`src/rtl/atanh_function_1.sv`:
```
// Inverse of the piecewise-linear tanh unit: Q4.9 y in, Q5.5 x out, found by a
// 9-step sequential binary search on |x| against the forward model T.
module atanh_function_1 #(
  parameter int unsigned integer_dataWidth_i  = 4,
  parameter int unsigned fraction_dataWidth_i = 9,
  parameter int unsigned integer_dataWidth_o  = 5,
  parameter int unsigned fraction_dataWidth_o = 5
) (
  input  logic                                              clk,
  input  logic                                              reset,
  input  logic                                              c_en,
  input  logic                                              in_valid,
  output logic                                              in_ready,
  input  logic [integer_dataWidth_i+fraction_dataWidth_i-1:0] data_in,
  output logic                                              out_valid,
  input  logic                                              out_ready,
  output logic [integer_dataWidth_o+fraction_dataWidth_o-1:0] data_out
);

  if (integer_dataWidth_i != 4 || fraction_dataWidth_i != 9 ||
      integer_dataWidth_o != 5 || fraction_dataWidth_o != 5) begin : g_param_check
    $error("atanh_function_1: only the default Q4.9 -> Q5.5 widths are supported");
  end

  typedef enum logic [1:0] {StIdle, StSearch, StDone} state_e;

  state_e      state_q, state_d;
  logic        sign_q, sign_d;
  logic [12:0] y_q, y_d;
  logic [8:0]  m_q, m_d;
  logic [3:0]  bit_q, bit_d;
  logic [9:0]  dout_q, dout_d;
  logic        ov_q, ov_d;

  logic [12:0] y_abs;
  logic [8:0]  cand;
  logic [8:0]  m_next;
  logic [9:0]  m_ext;
  logic [9:0]  result;

  // Forward tanh model on a Q5.5 magnitude code, result in Q.9.
  function automatic logic [12:0] t_fwd(input logic [8:0] a);
    logic [12:0] t;
    if (a < 9'd16) begin
      t = {a, 4'b0000};
    end else if (a < 9'd32) begin
      t = {1'b0, a, 3'b000} + 13'd128;
    end else if (a < 9'd64) begin
      t = {3'b000, a, 1'b0} + 13'd320;
    end else if (a < 9'd96) begin
      t = {4'b0000, a} + 13'd384;
    end else begin
      t = 13'd511;
    end
    return t;
  endfunction

  // 13-bit two's complement negate keeps -4096 as magnitude 4096.
  assign y_abs  = data_in[12] ? (~data_in + 13'd1) : data_in;
  assign cand   = m_q | (9'd1 << bit_q);
  assign m_next = (t_fwd(cand) <= y_q) ? cand : m_q;
  assign m_ext  = {1'b0, m_next};
  assign result = sign_q ? (~m_ext + 10'd1) : m_ext;

  always_ff @(posedge clk) begin
    if (reset) begin
      state_q <= StIdle;
      sign_q  <= 1'b0;
      y_q     <= '0;
      m_q     <= '0;
      bit_q   <= '0;
      dout_q  <= '0;
      ov_q    <= 1'b0;
    end else if (c_en) begin
      state_q <= state_d;
      sign_q  <= sign_d;
      y_q     <= y_d;
      m_q     <= m_d;
      bit_q   <= bit_d;
      dout_q  <= dout_d;
      ov_q    <= ov_d;
    end
  end

  always_comb begin
    state_d = state_q;
    unique case (state_q)
      StIdle:   if (in_valid) state_d = StSearch;
      StSearch: if (bit_q == 4'd0) state_d = StDone;
      StDone:   if (out_ready) state_d = StIdle;
      default:  state_d = StIdle;
    endcase
  end

  always_comb begin
    sign_d = sign_q;
    y_d    = y_q;
    m_d    = m_q;
    bit_d  = bit_q;
    dout_d = dout_q;
    ov_d   = ov_q;
    unique case (state_q)
      StIdle: begin
        if (in_valid) begin
          sign_d = data_in[12];
          y_d    = y_abs;
          m_d    = '0;
          bit_d  = 4'd8;
        end
      end
      StSearch: begin
        m_d = m_next;
        if (bit_q == 4'd0) begin
          dout_d = result;
          ov_d   = 1'b1;
        end else begin
          bit_d = bit_q - 4'd1;
        end
      end
      StDone: begin
        if (out_ready) ov_d = 1'b0;
      end
      default: ;
    endcase
  end

  always_comb begin
    in_ready  = (state_q == StIdle);
    out_valid = ov_q;
    data_out  = dout_q;
  end

endmodule

```
`config.mk`:
```
export PLATFORM = sky130hd
export DESIGN_NAME = atanh_function_1
export DESIGN_NICKNAME = d
export VERILOG_FILES = /design/src/rtl/atanh_function_1.sv
export SDC_FILE = /design/constraint.sdc
export NUM_CORES = 1
export LEC_CHECK = 0
export ABC_AREA = 1
export ABC_CLOCK_PERIOD_IN_PS = 3200
export CORE_UTILIZATION = 30
export DETAILED_ROUTE_END_ITERATION = 12
export PLACE_DENSITY_LB_ADDON = 0.2
export SLEW_MARGIN = 20
export SYNTH_ARGS = -nofsm -noshare
export SYNTH_HDL_FRONTEND = slang
export SYNTH_SLANG_ARGS = --single-unit
```
`constraint.sdc`:
```
create_clock -name clk -period 3.2 [get_ports clk]
set_input_delay 0.32 -clock clk [delete_from_list [all_inputs] [get_ports clk]]
set_output_delay 0.32 -clock clk [all_outputs]
set_load 0.02 [all_outputs]
```
==> flow_summary.yaml <==
yosys:
  avgSynthCellArea_um2: 6.65
  synth_area_mm2: 0.00299
  syn_inst: 449
  ys_seq_area_share_pct: 26.8
  yosys_warnings: 0
  ys_ff_latch: 40
  syn_nets: 493
  synthDistinctLibCells: 34
job:
  maxCapViolCount: 0
clocking:
  htree_levels: 2
  cts_tree: "built"
  max-clock-path-buffers: 2
  clkSlewWorstSetupHoldPaths_ns: 0.09
  cts_buffers: 5
  clk-insertion-delay-late_ns: 0.30
  cts.sinks: 40
  cts-root-buf: "clkbuf_8"
power:
  p_leak_nw: 2.04
  power_w: 0.00217
  power_density_mw_per_mm2: 473
  ir_worst_vdd_mv: 0.305
sta:
  tightestPinTransition_ns: 0.618
  rsz0062_at_grt: "true"
  drv_slew: 0
  final.setup.tns_ns: -1.47
  min_period_over_period_pct: 107
  finalWorstSetupSlack_ns: -0.221
  setup_viol_count_final: 9
  holdWs_ns: 0.471
  period_needed_ns: 3.42
  hold_viol: 0
  fin_skew_ns: 0.0100
  slew_headroom_pct: 58.8
  fmax_mhz: 292
floorplanning:
  dieArea_mm2: 0.0104
  initial_core_util_pct: 30.7
  row_count: 36
  core-area_mm2: 0.00973
  die_w_um: 102
  boundaryPins: 30
  die_y_um: 102
critical_path:
  slowest_delay_ns: 0.42
  regToRegStartpoint: "bit_q[0]"
  r2r_slack_ns: -0.22
  crit_path_end_kind: "flip-flop"
  rr_endpoint: "data_out[3]"
  crit_required_ns: 3.38
  cpMaxStageDelayCell: "dfxtp_4"
  reg2reg_depth: 23
  path_cells: "inv_4 > ha_4 > inv_2 > o21ai_4 > inv_2 > ha_4 > nand2_4 > buf_4 > buf_4 > o221ai_2 > o221ai_1 > ha_1 > nand3_2 > nor2_4 > nand2_4 > nand2_4 > nand3_2 > nand2_2 > nand2_4 > a21oi_4 > buf_4 > xnor2_2 > a21oi_1"
  crit_path_frequent_cell: "nand2_4"
  start_kind: "flip-flop"
  cp.arrival_ns: 3.60
  cpLargestDelayFamily: "simple AND/OR/NAND/NOR gates"
  worstSetupPathType: "flip-flop to flip-flop"
  cp_max_fo: 5
  path_buf_inv: 6
grt:
  grt_antenna_before_repair: 0
  grt_overflow: 0
  grt_max_degree: 28
  grt_pass1_wl_um: 14700
  grt_use_total_pct: 18.0
  grt_pass1_vias: 3125
hold_path:
  hold_depth: 2
  hold_class: "flip-flop to flip-flop"
  worstHoldStart: "data_out[9]"
  hold_end: "data_out[9]"
placed_design:
  dpl.cell_count: 652
  numPortBuffers: 29
  pre_cts_slack_ns: -0.486
  place_hpwl_um: 6290
  gp_congestion: 0.883
cells_and_area:
  nets: 596
  diodes: 0
  multiInputGateArea_mm2: 0.00230
  n_fill_cell: 976
  fin_cells: 686
  register_area_um2: 811
  syn_to_final_growth_pct: 53.6
  drive_above_1_share_pct: 33.6
run_status:
  status: "complete, but fails checks"
  violations: "negative setup slack"
drt:
  wl_per_cell_um: 13.2
  finalWirelength_um: 9060
  firstDrtPassIters: 4
  route.detailed.drc: 0
  via_per_inst: 4.83
  vias: 3312
  ant_nets: 0
  drt-initial-drc-count: 121
## power by group
group	internal [W]	total, W	switching (W)	leakage, nW
Clock	0.000256	0.000459	0.000204	0.0614
Sequential	0.000537	0.000567	0.0000295	0.328
Combinational	0.000478	0.00114	0.000665	1.65
Total	0.00127	0.00217	0.000899	2.04
## kinds of logic after synthesis
group,Yosys count,synth area share (%)
buffers and inverters,91,11.7
AO/OA/AOI/OAI,99,19.8
AND/OR/NAND/NOR,181,27.3
adder cells (fa/ha/maj),26,10.9
flip-flops,40,26.8
XOR/XNOR,12,3.52
## state kept, by name, summed over array words and instances, names as in the netlist
name and flops:
bit_q 4, m_q 9, sign_q 1, y_q 13
state_q 2, data_out 10, out_valid 1
## routing by layer
layer	part of all wire, %	routed length [µm]	global-route usage [%]
met1	49	4430	24.3
met2	47	4220	29.0
met3	2.8	256	2.69
met4	1.8	161	6.24
met5	0	0	0
## per-stage QoR
stage	util [%]	area [µm²]
2_1_floorplan	-	3040
4_1_cts	45.1	4390
3_3_place_gp	39.4	3830
3_5_place_dp	39.4	3830
5_1_grt	47.2	4590
6_report	47.2	4590
## repair_timing
| action | CTS | global route |
|---|---|---|
| setup endpoints to repair | 19 | 19 |
| resized for setup | 73 | 38 |
| hold buffers | 0 | 0 |
| pin swaps | 44 | 43 |
| gates cloned | 2 | 1 |
| setup buffers | 17 | 6 |
## final cells by class
| class | instances | share of cell area (%) |
|---|---|---|
| Clock inverter | 2 | 0.845 |
| Multi-Input combinational cell | 321 | 50.1 |
| Timing Repair Buffer | 102 | 18.9 |
| Tap cell | 133 | 3.63 |
| Inverter | 82 | 7.04 |
| Clock buffer | 6 | 1.80 |
| Sequential cell | 40 | 17.7 |
## worst reg2reg max path, cell delays in order (launching register included)
cell and delay [ns]:
dfxtp_4 0.42, inv_4 0.07, ha_4 0.16, inv_2 0.06, o21ai_4 0.07, inv_2 0.12
ha_4 0.17, nand2_4 0.09, buf_4 0.15, buf_4 0.16, o221ai_2 0.06, o221ai_1 0.15
ha_1 0.34, nand3_2 0.10, nor2_4 0.23, nand2_4 0.11, nand2_4 0.11, nand3_2 0.08
nand2_2 0.10, nand2_4 0.09, a21oi_4 0.18, buf_4 0.14, xnor2_2 0.10, a21oi_1 0.07
## cell usage in the layout, fill, tap and decap left out, types with 4 or more instances in the layout
master           count
nand3_1             22
buf_6                8
a21oi_2              4
ha_4                 8
nor2_1              37
nand2_4             11
xor2_1               6
clkdlybuf4s50_1     29
nand2_2             16
a21oi_1             34
buf_4               65
nor2_4               9
o21ai_1              9
nand3_2              8
nand2_1             58
o21ai_0             19
inv_4                6
xnor2_1              5
inv_2               10
a31oi_1              4
clkbuf_8             6
nor3_1              12
dfxtp_1             36
ha_1                16
a21oi_4              5
inv_1               66
## synthesized netlist by cell type, drive strengths merged
| library cell | n | area share, % |
|---|---|---|
| nand3b | 2 | 0.50 |
| xor2 | 6 | 1.8 |
| nor4 | 1 | 0.21 |
| a21oi | 43 | 8.0 |
| xnor2 | 6 | 1.8 |
| nor2 | 49 | 6.9 |
| or2 | 2 | 0.42 |
| o21ai | 32 | 5.9 |
| a211oi | 1 | 0.25 |
| nand2 | 83 | 12 |
| a31oi | 5 | 1.0 |
| o221ai | 6 | 1.8 |
| nor3 | 14 | 2.3 |
| o22ai | 5 | 1.0 |
| ha | 26 | 11 |
| o31ai | 2 | 0.50 |
| dfxtp | 40 | 27 |
| buf | 4 | 0.75 |
| a221oi | 3 | 0.88 |
| inv | 82 | 10 |
| o211ai | 2 | 0.50 |
| nand3 | 30 | 5.4 |
| clkbuf | 5 | 0.63 |
## worst max path at each step
| stage | slack [ns] | cells past startpoint | end | start |
|---|---|---|---|---|
| CTS | -0.15 | 26 | data_out[6] | bit_q[1] |
| global placement | -0.50 | 25 | data_out[7] | bit_q[1] |
| finish | -0.22 | 23 | data_out[3] | bit_q[0] |
| floorplan | 0.001 | 27 | data_out[6] | bit_q[1] |
| global route | -0.43 | 26 | data_out[3] | bit_q[0] |
| detailed placement | -0.49 | 25 | data_out[8] | bit_q[1] |
Power figures use the tool's default switching activity.
